[src/rtl/regfile_pkg.sv]
// Shared sizes, types and the one-hot integrity helper for the one-hot register file.
package regfile_pkg;

    localparam int NREGS  = 8;
    localparam int ADDR_W = 3;

    typedef logic [NREGS-1:0]  onehot_t;
    typedef logic [ADDR_W-1:0] addr_t;

    // Clearing the lowest set bit leaves zero only for zero or a single set bit.
    function automatic logic is_onehot_or_zero(input onehot_t v);
        return (v & (v - onehot_t'(1))) == '0;
    endfunction

endpackage

[src/rtl/onehot_to_idx.sv]
// Combinational one-hot decoder: classifies a select vector and recovers the
// index of its set bit.
module onehot_to_idx
    import regfile_pkg::*;
(
    input  onehot_t sel,
    output logic    valid,
    output logic    multi,
    output addr_t   idx
);

    always_comb begin
        multi = !is_onehot_or_zero(sel);
        valid = (sel != '0) && !multi;
        idx   = '0;
        for (int i = 0; i < NREGS; i++) begin
            if (sel[i]) begin
                idx = addr_t'(i);
            end
        end
    end

endmodule

[src/rtl/onehot_regfile.sv]
// 8-entry register file written through a one-hot select, with two registered
// read ports and one-hot integrity flags. Define ONEHOT_REGFILE_BYPASS_EN for write-first reads.
module onehot_regfile
    import regfile_pkg::*;
#(
    parameter int WIDTH   = 8,
    parameter int ZERO_R0 = 0
) (
    input  logic             clk,
    input  logic             rst,
    input  onehot_t          we_sel,
    input  logic [WIDTH-1:0] wd,
    input  addr_t            ra0,
    input  addr_t            ra1,
    output logic [WIDTH-1:0] rd0,
    output logic [WIDTH-1:0] rd1,
    output logic             sel_err,
    output logic             sel_err_sticky
);

    logic [WIDTH-1:0] regs_q [NREGS];
    logic [WIDTH-1:0] regs_d [NREGS];
    logic [WIDTH-1:0] rd0_q, rd0_d;
    logic [WIDTH-1:0] rd1_q, rd1_d;
    logic             err_q, err_d;
    logic             sticky_q, sticky_d;

    logic  sel_valid;
    logic  sel_multi;
    addr_t sel_idx;
    logic  wr_en;

    onehot_to_idx u_dec (
        .sel   (we_sel),
        .valid (sel_valid),
        .multi (sel_multi),
        .idx   (sel_idx)
    );

    // A legal select of a hard-wired zero register is accepted but stores nothing.
    assign wr_en = sel_valid && !((ZERO_R0 != 0) && (sel_idx == '0));

    always_comb begin
        regs_d = regs_q;
        if (wr_en) begin
            regs_d[sel_idx] = wd;
        end
    end

    always_comb begin
        rd0_d = regs_q[ra0];
        rd1_d = regs_q[ra1];
`ifdef ONEHOT_REGFILE_BYPASS_EN
        if (wr_en && (sel_idx == ra0)) rd0_d = wd;
        if (wr_en && (sel_idx == ra1)) rd1_d = wd;
`endif
        if ((ZERO_R0 != 0) && (ra0 == '0)) rd0_d = '0;
        if ((ZERO_R0 != 0) && (ra1 == '0)) rd1_d = '0;
    end

    always_comb begin
        err_d    = sel_multi;
        sticky_d = sticky_q | sel_multi;
    end

    always_ff @(posedge clk) begin
        if (rst) begin
            for (int i = 0; i < NREGS; i++) begin
                regs_q[i] <= '0;
            end
            rd0_q    <= '0;
            rd1_q    <= '0;
            err_q    <= 1'b0;
            sticky_q <= 1'b0;
        end else begin
            regs_q   <= regs_d;
            rd0_q    <= rd0_d;
            rd1_q    <= rd1_d;
            err_q    <= err_d;
            sticky_q <= sticky_d;
        end
    end

    assign rd0            = rd0_q;
    assign rd1            = rd1_q;
    assign sel_err        = err_q;
    assign sel_err_sticky = sticky_q;

endmodule

[config.mk]
export PLATFORM = sky130hd
export DESIGN_NAME = onehot_regfile
export DESIGN_NICKNAME = d
export VERILOG_FILES = /design/src/rtl/regfile_pkg.sv /design/src/rtl/onehot_to_idx.sv /design/src/rtl/onehot_regfile.sv
export SDC_FILE = /design/constraint.sdc
export NUM_CORES = 1
export LEC_CHECK = 0
export ABC_CLOCK_PERIOD_IN_PS = 5100
export BUFFER_PORTS_ARGS = -buffer_cell sky130_fd_sc_hd__clkbuf_2
export CAP_MARGIN = 20
export CORE_ASPECT_RATIO = 0.7
export CORE_MARGIN = 2
export CORE_UTILIZATION = 55
export CTS_CLUSTER_DIAMETER = 100
export DETAILED_ROUTE_END_ITERATION = 8
export GPL_TIMING_DRIVEN = 0
export HOLD_SLACK_MARGIN = 0.15
export MAX_ROUTING_LAYER = met4
export PLACE_DENSITY = 0.75
export SLEW_MARGIN = 40
export SYNTH_ARGS = -nofsm -noshare
export SYNTH_HDL_FRONTEND = slang
export SYNTH_SLANG_ARGS = --single-unit
[constraint.sdc]
create_clock -name clk -period 5.1 [get_ports clk]
set_input_delay 1.02 -clock clk [delete_from_list [all_inputs] [get_ports clk]]
set_output_delay 1.02 -clock clk [all_outputs]
set_load 0.05 [all_outputs]
==> metrics.cfg <==
[grt]
antenna_found_initial=0
grt_overflow_total=0
grt_max_degree=14
grt_pass1_wl_um=15100
grt_pass1_vias=2732
track_usage_pct=27.7

[sta]
worst_pin_slew_ns=0.872
holdWs_ns=0.452
rsz0062_at_grt=false
setup_slack_ns=2.34
finalSetupViolations=0
max_freq_ghz=0.362
skew_ns=0.00846
relSlewSlack_pct=41.8
period_share_pct=54.2
finalWorstPathRequiredPeriod_ns=2.76
drv_slew=0
timing.final.hold_violations=0
tns_ns=0

[worst_setup_path]
slowest_delay_ns=0.73
worstPathRequired_ns=5.33
timing_worst_setup_path_type=input port to flop
crit_chain=clkbuf_2, nor4_1, nand3_1, mux2i_1, nor2_1
endpoint_kind=flop
slowest_stage=nand3_1
crit_arrival_ns=3.00
reg2regPathDepth=3
reg2reg_to=rd0[7]$_SDFF_PP0_
path_buf_inv=1
r2r_slack_ns=3.92
critical_path.top_delay_family=simple AND/OR/NAND/NOR gates
path_max_fanout=8
start_kind=input port
r2r_start=regs_q[7]$_SDFFE_PP0P_
cp-startpoint=we_sel[7]

[power_and_ir_drop]
p_per_area_mw_per_mm2=282
ir_worst_vdd_uv=134
power_leakage_nw=1.78
p_total_w=0.00123

[clocking]
cts_hold_buf=0
post_cts_buffers=0
htreeDepth=3
root_buffer=clkbuf_8
cts_buffer_depth=2
cts_sinks=82
cts_inserted_buffers=9
cts_tree=done
path_clk_slew_ns=0.08
insertion_delay_ns=0.37
cts_resized=0

[flow_run]
cap_violations=0

[yosys]
syn_nets=363
synth.avg_cell_area_um2=11.4
yosys_warnings=0
synthDistinctLibCells=25
seq_area_frac_synth_pct=42.5
ys_ff_latch=82
synth_area_mm2=0.00386
synthCells=339

[die]
die_y_um=74.1
core-area_mm2=0.00679
die_area_mm2=0.00771
die_w_um=104
rows=25
initial_core_util_pct=56.9
pin_count=42

[status]
status=completed

[routing]
drt_iter0_markers=225
vias=2886
postRouteWirelength_um=9590
ant_nets=0
wl_per_cell_um=19.7
first_pass_iters=5
drc=0
vias_per_cell=5.94

[placement]
gp_congestion=0.837
portBuffers=34
pre_cts_ws_ns=2.02
hpwl_um=6710

[cells_and_area]
fill_cells=548
num-nets-final=411
n_antenna_cell=0
areaGrowthSynthToFinish_pct=13.5
drive_gt1_share_pct=23.5
ff_latch_area_mm2=0.00164
multiInputGateArea_mm2=0.00211
utilization_pct=64.6

[hold_path]
hold_depth=2
min_path_type=flop to flop
hold_end=sel_err_sticky$_SDFF_PP0_
hp-start=sel_err_sticky$_SDFF_PP0_

==> stage by stage <==
step | std cells | instance area (um^2)
after floorplan | 339 | 3860
after global placement | 467 | 4150
after detailed placement | 470 | 4170
after CTS | 486 | 4380
after global routing | 486 | 4380
final | 486 | 4380
==> worst max-delay path by stage <==
stage | cells past startpoint | slack, ns | endpoint
2_1_floorplan | 5 | 2.50 | regs_q[31]$_SDFFE_PP0P_
6_report | 5 | 2.34 | regs_q[50]$_SDFFE_PP0P_
4_1_cts | 5 | 2.38 | regs_q[50]$_SDFFE_PP0P_
5_1_grt | 5 | 2.22 | regs_q[51]$_SDFFE_PP0P_
3_3_place_gp | 6 | 1.98 | regs_q[28]$_SDFFE_PP0P_
3_5_place_dp | 5 | 2.02 | regs_q[51]$_SDFFE_PP0P_
==> cells in the final DEF, fill, tap and decap left out <==
master / Yosys / final
clkbuf_8: 0 / 12
clkbuf_2: 0 / 34
a21oi_1: 1 / 1
nand4_1: 1 / 1
nor3_1: 2 / 2
bufinv_16: 0 / 1
nor2b_1: 3 / 3
buf_2: 6 / 8
inv_1: 1 / 1
mux2i_1: 72 / 72
nand2b_1: 27 / 27
or4_1: 1 / 1
o21ai_0: 9 / 9
dfxtp_1: 82 / 82
nand3b_1: 8 / 8
mux4_2: 32 / 32
nor2_1: 62 / 62
clkinv_2: 0 / 2
o211ai_1: 1 / 1
clkbuf_1: 16 / 16
and3_1: 1 / 1
o32a_1: 1 / 1
maj3_1: 2 / 2
nand4bb_1: 1 / 1
nor4_1: 2 / 2
clkinv_4: 0 / 1
nor4bb_1: 2 / 2
buf_1: 4 / 4
buf_6: 0 / 1
nand3_1: 1 / 1
nor4_4: 1 / 1
==> cell usage after synthesis (all sizes together) <==
library cell   n  area (um^2)
o211ai         1         7.51
nand3b         8         60.1
buf           10         45.0
maj3           2         20.0
dfxtp         82         1640
a21oi          1         5.00
o21ai          9         45.0
nand4          1         6.26
nand3          1         5.00
nor2b          3         18.8
mux4          32          721
mux2i         72          721
inv            1         3.75
nor3           2         10.0
nor4bb         2         20.0
nand4bb        1         11.3
nor4           3         33.8
clkbuf        16         60.1
nor2          62          233
or4            1         7.51
and3           1         6.26
nand2b        27          169
o32a           1         10.0
==> registers in the layout, indices dropped and copies added (netlist names) <==
signal	count
sel_err_sticky	1
rd1	8
regs_q	64
sel_err	1
rd0	8
==> final cells by class <==
| cell class | instances | area share (%) |
|---|---|---|
| multi-input cells | 230 | 48.1 |
| inverters | 1 | 0.0856 |
| flip-flops and latches | 82 | 37.5 |
| repair buffers | 37 | 4.37 |
| clock buffers | 12 | 3.77 |
| plain buffers | 26 | 2.40 |
| clock inverters | 4 | 1.11 |
| well taps | 94 | 2.68 |
==> power by group <==
part,switching [W],total (W),internal [W]
Clock,0.000234,0.000499,0.000265
Combinational,0.0000596,0.0000922,0.0000327
Sequential,0.00000127,0.000643,0.000642
==> cells by family after synthesis <==
logic type	after synthesis	synth area share, %
mux	104	37.3
buf+inv	27	2.82
simple gates	112	15.0
flops	82	42.5
fa+ha+maj	2	0.519
compound gates	12	1.75
==> per-layer routing <==
metal	up-vias	part of all wire, %	global-route usage, %
met1	1445	44	34.3
met2	98	46	44.5
met4	0	1.8	7.06
met3	21	7.8	9.38
li1	1322	-	-
met5	-	0	-
==> tightest hold or removal path: stages (launching register included) <==
cell	delay [ns]
dfxtp_1	0.31
inv_1	0.05
a21oi_1	0.05
Power figures use the tool's default switching activity.
